**config.mk**
```make
export PLATFORM = sky130hd
export DESIGN_NAME = cs_write_scheduler
export DESIGN_NICKNAME = d
export VERILOG_FILES = /design/src/rtl/cs_sched_pkg.sv /design/src/rtl/cs_rr_arbiter.sv /design/src/rtl/cs_write_scheduler.sv
export SDC_FILE = /design/constraint.sdc
export NUM_CORES = 1
export LEC_CHECK = 0
export CAP_MARGIN = 25
export CORE_ASPECT_RATIO = 1.25
export CORE_MARGIN = 5
export CORE_UTILIZATION = 42
export DETAILED_ROUTE_END_ITERATION = 8
export PLACE_DENSITY = 0.82
export SETUP_SLACK_MARGIN = 0.2
export SKIP_CTS_REPAIR_TIMING = 1
export SYNTH_ARGS = -nofsm -noshare
export SYNTH_HDL_FRONTEND = slang
export SYNTH_HIERARCHICAL = 1
export SYNTH_SLANG_ARGS = --single-unit
```
**constraint.sdc**
```tcl
create_clock -name clk -period 3.1 [get_ports clk]
set_clock_uncertainty 0.2 [all_clocks]
set_input_delay 0.465 -clock clk [delete_from_list [all_inputs] [get_ports clk]]
set_output_delay 0.465 -clock clk [all_outputs]
set_load 0.05 [all_outputs]
```
**src/rtl/cs_sched_pkg.sv**
```systemverilog
// rtl/cs_sched_pkg.sv - state encodings and sizing helpers shared by the chip-select write scheduler
package cs_sched_pkg;

   localparam int STATE_W = 3;

   typedef logic [STATE_W-1:0] state_t;

   localparam logic [STATE_W-1:0] ST_INIT   = 3'd0;
   localparam logic [STATE_W-1:0] ST_ENABLE = 3'd1;
   localparam logic [STATE_W-1:0] ST_SETTLE = 3'd2;
   localparam logic [STATE_W-1:0] ST_IDLE   = 3'd3;
   localparam logic [STATE_W-1:0] ST_WRITE  = 3'd4;
   localparam logic [STATE_W-1:0] ST_BUSY   = 3'd5;

   // One counter is shared by INIT, SETTLE and the BUSY watchdog, so it is sized for the largest.
   function automatic int cnt_width(input int a, input int b, input int c);
      int m;
      m = a;
      if (b > m) m = b;
      if (c > m) m = c;
      return $clog2(m + 1);
   endfunction

endpackage

```
**src/rtl/cs_rr_arbiter.sv**
```systemverilog
// rtl/cs_rr_arbiter.sv - combinational round-robin pick: first asserted request at or above ptr_i, wrapping
module cs_rr_arbiter #(
   parameter int NUM_REQ = 4,
   parameter int IDX_W   = $clog2(NUM_REQ)
) (
   input  logic [NUM_REQ-1:0] req_i,
   input  logic [IDX_W-1:0]   ptr_i,
   output logic [NUM_REQ-1:0] pick_o,
   output logic [IDX_W-1:0]   idx_o,
   output logic               valid_o
);

   logic [IDX_W-1:0] cand;

   always_comb begin
      pick_o  = '0;
      idx_o   = '0;
      valid_o = 1'b0;
      cand    = '0;
      for (int k = 0; k < NUM_REQ; k++) begin
         cand = IDX_W'((int'(ptr_i) + k) % NUM_REQ);
         if (!valid_o && req_i[cand]) begin
            pick_o[cand] = 1'b1;
            idx_o        = cand;
            valid_o      = 1'b1;
         end
      end
   end

endmodule

```
**src/rtl/cs_write_scheduler.sv**
```systemverilog
// rtl/cs_write_scheduler.sv - brings one chip-select peripheral out of reset and round-robins writes to it
// Define CS_TIMEOUT_EN to add the BUSY watchdog (err_timeout pulse, peripheral re-initialised on expiry).
module cs_write_scheduler
   import cs_sched_pkg::*;
#(
   parameter int NUM_REQ     = 4,
   parameter int DATA_W      = 8,
   parameter int RST_HOLD    = 5,
   parameter int SETTLE_CYC  = 4,
   parameter int TIMEOUT_CYC = 64
) (
   input  logic                      clk,
   input  logic                      rst,
   input  logic                      clk_4,
   input  logic [NUM_REQ-1:0]        req,
   input  logic [NUM_REQ*DATA_W-1:0] req_data,
   input  logic                      flag_cs,
   output logic [NUM_REQ-1:0]        gnt,
   output logic [NUM_REQ-1:0]        done,
   output logic                      rst_cs,
   output logic                      clk_cs,
   output logic                      we_cs,
   output logic [DATA_W-1:0]         wdata_cs,
   output logic [STATE_W-1:0]        state_o,
   output logic                      err_timeout
);

   localparam int IDX_W = $clog2(NUM_REQ);
   localparam int CNT_W = cnt_width(RST_HOLD, SETTLE_CYC, TIMEOUT_CYC);

   state_t             state_q, state_d;
   logic [CNT_W-1:0]   cnt_q, cnt_d;
   logic               rst_cs_q, rst_cs_d;
   logic               clk_en_q, clk_en_d;
   logic [DATA_W-1:0]  wdata_q, wdata_d;
   logic [IDX_W-1:0]   ptr_q, ptr_d;
   logic [IDX_W-1:0]   owner_q, owner_d;
   logic               first_q, first_d;
   logic               tmo;

   logic [NUM_REQ-1:0] arb_pick;
   logic [IDX_W-1:0]   arb_idx;
   logic               arb_valid;

   cs_rr_arbiter #(
      .NUM_REQ (NUM_REQ),
      .IDX_W   (IDX_W)
   ) u_arb (
      .req_i   (req),
      .ptr_i   (ptr_q),
      .pick_o  (arb_pick),
      .idx_o   (arb_idx),
      .valid_o (arb_valid)
   );

   always_comb begin
      state_d  = state_q;
      cnt_d    = cnt_q;
      rst_cs_d = rst_cs_q;
      clk_en_d = clk_en_q;
      wdata_d  = wdata_q;
      ptr_d    = ptr_q;
      owner_d  = owner_q;
      first_d  = 1'b0;
      gnt      = '0;
      done     = '0;
      tmo      = 1'b0;
      case (state_q)
         ST_INIT: begin
            rst_cs_d = 1'b1;
            clk_en_d = 1'b0;
            if (cnt_q == CNT_W'(RST_HOLD - 1)) begin
               state_d  = ST_ENABLE;
               cnt_d    = '0;
               rst_cs_d = 1'b0;
               clk_en_d = 1'b1;
            end else begin
               cnt_d = cnt_q + 1'b1;
            end
         end
         ST_ENABLE: state_d = ST_SETTLE;
         ST_SETTLE: begin
            if (cnt_q == CNT_W'(SETTLE_CYC - 1)) begin
               state_d = ST_IDLE;
               cnt_d   = '0;
            end else begin
               cnt_d = cnt_q + 1'b1;
            end
         end
         ST_IDLE: begin
            if (arb_valid) begin
               gnt     = arb_pick;
               wdata_d = DATA_W'(req_data >> (arb_idx * DATA_W));
               ptr_d   = (arb_idx == IDX_W'(NUM_REQ - 1)) ? '0 : arb_idx + 1'b1;
               owner_d = arb_idx;
               state_d = ST_WRITE;
            end
         end
         ST_WRITE: begin
            state_d = ST_BUSY;
            cnt_d   = '0;
            first_d = 1'b1;
         end
         ST_BUSY: begin
            // first_q marks the mandatory dwell cycle, where flag_cs is not yet trusted
`ifdef CS_TIMEOUT_EN
            if (flag_cs) begin
               if (cnt_q == CNT_W'(TIMEOUT_CYC - 1)) begin
                  tmo      = 1'b1;
                  state_d  = ST_INIT;
                  cnt_d    = '0;
                  rst_cs_d = 1'b1;
                  clk_en_d = 1'b0;
               end else begin
                  cnt_d = cnt_q + 1'b1;
               end
            end else if (!first_q) begin
               done[owner_q] = 1'b1;
               state_d       = ST_IDLE;
            end
`else
            if (!first_q && !flag_cs) begin
               done[owner_q] = 1'b1;
               state_d       = ST_IDLE;
            end
`endif
         end
         default: begin
            state_d  = ST_INIT;
            cnt_d    = '0;
            rst_cs_d = 1'b1;
            clk_en_d = 1'b0;
         end
      endcase
   end

   always_ff @(posedge clk or negedge rst) begin
      if (!rst) begin
         state_q  <= ST_INIT;
         cnt_q    <= '0;
         rst_cs_q <= 1'b1;
         clk_en_q <= 1'b0;
         wdata_q  <= '0;
         ptr_q    <= '0;
         owner_q  <= '0;
         first_q  <= 1'b0;
      end else begin
         state_q  <= state_d;
         cnt_q    <= cnt_d;
         rst_cs_q <= rst_cs_d;
         clk_en_q <= clk_en_d;
         wdata_q  <= wdata_d;
         ptr_q    <= ptr_d;
         owner_q  <= owner_d;
         first_q  <= first_d;
      end
   end

   assign rst_cs      = rst_cs_q;
   assign clk_cs      = clk_4 & clk_en_q;
   assign we_cs       = (state_q == ST_WRITE);
   assign wdata_cs    = wdata_q;
   assign state_o     = state_q;
   assign err_timeout = tmo;

endmodule

```
==> results of run 1 <==
==> power groups by stage <==
stage                     Sequential (uW)  Combinational, uW  Clock [uW]
final                                 584               2080         199
after global routing                  607               2250         218
after CTS                             582               1940         205
after detailed placement              585               1940           0
after global placement                579               1890           0
after floorplan                       800               1190           0
==> layout make-up <==
cell class / count / area [um^2]
Clock buffer: 4 / 45.0
Inverter: 10 / 40.0
Sequential cell: 25 / 629
Multi-Input combinational cell: 153 / 1210
Tap cell: 58 / 72.6
Fill cell: 343 / 1540
Timing Repair Buffer: 83 / 891
==> cell usage after synthesis (2+ instances only) <==
cell type  number
a21oi_1         7
a22oi_1         8
a32o_1          2
and2_1          5
buf_2           3
buf_4           3
buf_6           5
clkbuf_1        2
dfrtp_1        24
ha_1            8
inv_1          10
mux2_2          2
mux4_1          2
mux4_2         10
nand2_1        43
nand2b_1        3
nand3_1         6
nor2_1          7
nor3_1          2
nor3b_1         2
nor4_1          2
o211ai_1        2
o21ai_0        10
o21ai_1         5
o31ai_1         2
or3_1           3
==> state kept, by name, summed over array words and instances (netlist names) <==
register / cells
state_o: 3
wdata_cs: 8
first_q: 1
rst_cs: 1
cnt_q: 7
ptr_q: 2
clk_en_q: 1
owner_q: 2
==> cells by family (layout without fill, tap and decap cells) <==
group                    count (synthesis)  count (layout)  share of synthesized area
buffers and inverters                   23              97                     0.0720
adder cells (fa/ha/maj)                  8               8                     0.0519
multiplexers                            15              15                      0.161
other                                    1               1                    0.00194
flip-flops                              25              25                      0.325
AO/OA/AOI/OAI                           44              44                      0.156
AND/OR/NAND/NOR                         85              85                      0.232
==> final timing paths <==
check | from | cells past startpoint | endpoint | slack, ps
hold / removal | wdata_cs[1] | 2 | wdata_cs[1] | 280
max in group asynchronous | rst | 2 | rst_cs | 2050
setup reg to reg | ptr_q[0] | 9 | wdata_cs[4] | 140
setup / recovery | ptr_q[0] | 7 | gnt[3] | 6
hold reg to reg | wdata_cs[1] | 2 | wdata_cs[1] | 280
min in group asynchronous | rst | 2 | clk_en_q | 360
==> cell usage in the layout (no fill, tap or decap), types with 3 or more instances in the layout <==
| master | instances |
|---|---|
| clkdlybuf4s50_1 | 49 |
| nand2_1 | 42 |
| dfrtp_1 | 22 |
| buf_4 | 20 |
| mux4_2 | 11 |
| buf_12 | 10 |
| inv_1 | 9 |
| o21ai_1 | 9 |
| a22oi_1 | 8 |
| a21oi_1 | 7 |
| ha_1 | 7 |
| nand3_1 | 6 |
| o21ai_0 | 6 |
| nor2_1 | 5 |
| and2_4 | 4 |
| dlymetal6s2s_1 | 4 |
| nand2b_1 | 3 |
| or3_1 | 3 |
| clkbuf_8 | 3 |
==> metrics by stage <==
| stage | total power [uW] | hold slack (ps) |
|---|---|---|
| finish | 2860 | 280 |
| global route | 3080 | 318 |
| CTS | 2730 | 285 |
| detailed placement | 2520 | 261 |
| global placement | 2470 | 259 |
| floorplan | 1990 | -30.6 |
==> layer usage <==
layer,vias to the layer above,part of all wire,global-route usage
met3,6,0.084,0.0492
li1,866,-,-
met2,74,0.50,0.287
met4,0,0.014,0.0547
met5,-,0,0
met1,843,0.40,0.190
==> critical path, stage by stage, from the launching register on <==
cell and delay (ps):
dfrtp_2 470, buf_12 150, mux4_2 590, nor4b_4 440, a22oi_1 120, o21ai_1 100, and2_4 160, buf_12 130
==> results.cfg, run 1 <==
[drt]
first_pass_iters = 4
drc = 0
final_antenna_net_count = 0
initialDrtViolationCount = 92
vias = 1789
wl_mm = 4.90
wl_per_cell_um = 14.7
via_per_inst = 5.37

[timing]
max_freq_mhz = 323
setup_viol = 0
rsz0062_at_grt = true
tns_ps = 0
post-route-min-period_ps = 3090
maxSlewHeadroom = 0.649
tightest_slew_ps = 525
slew_violations = 0
hold_viol_final = 0
min_period_over_period = 0.998
setup_slack_ps = 5.67

[finish]
post-route-util = 0.653
num_antenna_cells = 0
drive_above_1_share = 0.258
nets = 324
layoutNonFillerInstCount = 333
area_growth_syn_to_layout_pct = 49.7
design_area_mm2 = 0.00289

[logic_synthesis]
synth-main-ff-cell = dfrtp_1
synthTopCellsByArea = dfrtp_1 31%, mux4_2 12%, nand2_1 8.4%
synth_area_mm2 = 0.00193
yosysWarnings = 6
synth_top_area_frac = 0.311
syn-mean-instance-area_um2 = 9.60
syn-num-nets = 249
ys_seq_area_frac = 0.325
synth-async-reset-ratio = 1.00
yosysUniqueCellTypes = 49
ys_ff_latch = 25
synth_edf_count = 0
synth_cells = 201
synth_top_area_cell = dfrtp_1

[die]
fp.dieH_um = 85.8
core_area_mm2 = 0.00443
rows = 27
die_area_mm2 = 0.00606
ios = 63
dieWidth_um = 70.6
start_util = 0.436

[pwr]
p_int_uw = 1540
comb_power_share = 0.727
ir_worst_vdd_uv = 572
switching_share = 0.462
power.leakage_uw = 0.00126
powerDensity_mw_per_mm2 = 991
seqPwrFrac = 0.204
power_switching_uw = 1320
clockPowerShare = 0.069

[worst_setup_path]
crit_required_ps = 2430
cp-start-kind = register
worstPathArrival_ps = 2430
end_kind = output port
critPathKind = register to output port
path_max_fanout = 8

[placement]
place_area_mm2 = 0.00273
gp_congestion = 0.811
dp.cells = 319
dp_slack_ps = -193
port_buffers = 61
hpwl_mm = 3.69

[run_status]
status = finished, final reports clean

[min_path]
hp-class = register to register

[global_route]
grt_first_pass_wirelength_mm = 8.09
antenna_found_initial = 0
grt_usage = 0.164
overflow = 0
grt_pass1_vias = 1868
grt_start_max_net_pins = 26

[clocking]
clock_latency_ps = 270
cts_tree = yes
clk_path_buf_depth = 2
clock_sinks = 25
cts_buffers = 3
clkTransAtPathRegs_ps = 90
htree_num_levels = 1
root_buffer = clkbuf_8

[job]
drv_cap = 0
Power figures use the tool's default switching activity.
==> run 2, diff against run 1 <==
--- a/config.mk
+++ b/config.mk
@@ -5,10 +5,12 @@
 export SDC_FILE = /design/constraint.sdc
 export NUM_CORES = 1
 export LEC_CHECK = 0
+export ABC_CLOCK_PERIOD_IN_PS = 3100
 export CAP_MARGIN = 25
 export CORE_ASPECT_RATIO = 1.25
 export CORE_MARGIN = 5
 export CORE_UTILIZATION = 42
+export CTS_CLUSTER_DIAMETER = 200
 export DETAILED_ROUTE_END_ITERATION = 8
 export PLACE_DENSITY = 0.82
 export SETUP_SLACK_MARGIN = 0.2
==> results of run 2 <==
No change in the layout: final DEF, timing and power equal those of run 1.
==> run 3, diff against run 2 <==
--- a/config.mk
+++ b/config.mk
@@ -7,7 +7,7 @@
 export LEC_CHECK = 0
 export ABC_CLOCK_PERIOD_IN_PS = 3100
 export CAP_MARGIN = 25
-export CORE_ASPECT_RATIO = 1.25
+export CORE_ASPECT_RATIO = 0.75
 export CORE_MARGIN = 5
 export CORE_UTILIZATION = 42
 export CTS_CLUSTER_DIAMETER = 200
@@ -19,3 +19,4 @@
 export SYNTH_HDL_FRONTEND = slang
 export SYNTH_HIERARCHICAL = 1
 export SYNTH_SLANG_ARGS = --single-unit
+export TNS_END_PERCENT = 100
==> run 3 against run 2 <==
  * Combinational power is 10% higher
  * Setup slack worse by 1.4 ps
  * Critical endpoint is now gnt[2]
  * Clock power is 6% higher
  * Core utilization is 0.63 points higher
  * Cell count stayed put
  * Critical path type unchanged
  * Critical path depth is 1 higher
  * Sequential share of layout area is 0.41 points lower
  * Non-clock buffer count is 1 higher
  * Count of clock-buffer cells in the layout is 1 lower
  * Design area is 1.9% higher
  * First-iteration DRC count is 4.3% lower
==> results.cfg, run 3 (same netlist as run 1, synthesis figures left out) <==
[die]
ios = 63
start_util = 0.432
rows = 21
die_area_mm2 = 0.00606
core_area_mm2 = 0.00447
fp.dieH_um = 68.7
dieWidth_um = 88.3

[pwr]
powerDensity_mw_per_mm2 = 1050
power.leakage_uw = 0.00128
ir_worst_vdd_uv = 661

[timing]
min_period_over_period = 0.999
post-route-min-period_ps = 3100
setup_viol = 0
tightest_slew_ps = 536
max_freq_mhz = 323
holdWs_ps = 296
maxSlewHeadroom = 0.641
rsz0062_at_grt = true
hold_viol_final = 0
slew_violations = 0
setup_slack_ps = 4.30

[global_route]
grt_usage = 0.165
antenna_found_initial = 0
grt_first_pass_wirelength_mm = 7.69
overflow = 0
grt_pass1_vias = 1693
grt_start_max_net_pins = 26

[clocking]
clk_path_buf_depth = 2
clkTransAtPathRegs_ps = 100
cts_buffers = 3
htree_num_levels = 1
cts_tree = yes
clock_latency_ps = 280
root_buffer = clkbuf_8
clock_sinks = 25

[drt]
drc = 0
wl_mm = 5.23
initialDrtViolationCount = 88
first_pass_iters = 4
vias = 1843
wl_per_cell_um = 15.7
via_per_inst = 5.53
final_antenna_net_count = 0

[worst_setup_path]
worstPathArrival_ps = 2430
cp-start-kind = register
cp_slowest_cell = mux4_2
path_delay_family = multiplexers
crit_buf_inv = 3
path_max_fanout = 6
crit_chain = buf_6 -> mux4_2 -> and2b_2 -> buf_4 -> a22oi_1 -> o21ai_1 -> and2_4 -> buf_12
critPathMaxStageDelay_ps = 580
critPathKind = register to output port
crit_required_ps = 2430
end_kind = output port

[finish]
largest_reg_flops = 8
drive_above_1_share = 0.283
final_common_cell = clkdlybuf4s50_1
area_growth_syn_to_layout_pct = 52.6
nets = 325
num_antenna_cells = 0
most-common-layout-cells = 49 x clkdlybuf4s50_1, 38 x nand2_1, 22 x dfrtp_1
fill_cells = 338

[placement]
port_buffers = 61
hpwl_mm = 3.67
gp_congestion = 0.873
dp_slack_ps = -126

[job]
drv_cap = 0

[min_path]
hp-class = register to register

[run_status]
status = finished, final reports clean
-- run 3: changes by cell type in the layout (fill, tap and decap cells not counted), sizes merged --
cell and change:
buf -1, inv +1, clkbuf +1
-- run 3: cell type report --
cell class,instances,area [um^2],area share
multi-input combinational,153,1240,0.420
tap,57,71.3,0.0242
timing repair buffer,84,915,0.311
clock inverter,1,8.76,0.00297
sequential,25,629,0.214
inverter,10,42.5,0.0144
clock buffer,3,41.3,0.0140
-- run 3: final timing paths --
path / from / end / slack (ps) / depth (start not counted)
hold / removal: rst_cs / rst_cs / 300 / 2
hold reg to reg: rst_cs / rst_cs / 300 / 2
max in group asynchronous: rst / rst_cs / 2070 / 2
min in group asynchronous: rst / state_o[0] / 340 / 2
setup / recovery: ptr_q[1] / gnt[2] / 4 / 8
setup reg to reg: ptr_q[0] / wdata_cs[6] / 210 / 9
-- run 3: report_power, final --
part / internal, uW / switching [uW] / total (uW) / leakage (uW)
Sequential: 459 / 132 / 591 / 0.000318
Combinational: 1100 / 1190 / 2290 / 0.000935
Clock: 94.5 / 117 / 211 / 0.0000261
-- run 3: metal layers --
layer | GRT usage | part of all wire
met1 | 0.200 | 0.41
met2 | 0.279 | 0.49
met3 | 0.0629 | 0.091
met4 | 0.0396 | 0.0099
met5 | 0 | 0
-- run 3: metrics by stage --
stage	util	instances	instance area (um^2)	TNS [ps]	power, uW
after floorplan	-	201	1950	0	1990
after global placement	0.606	320	2710	-270	2500
after detailed placement	0.606	320	2710	-1450	2540
after CTS	0.617	324	2760	-941	2750
after global routing	0.659	333	2940	-260	3280
final	0.659	333	2940	0	3090
-- run 3: worst register-to-register path, stage by stage (launching register included) --
cell	delay, ps
dfrtp_2	440
buf_6	140
mux4_2	580
buf_6	170
buf_8	120
o31ai_4	320
buf_12	170
mux4_2	510
nand2_2	90
nand2_2	50
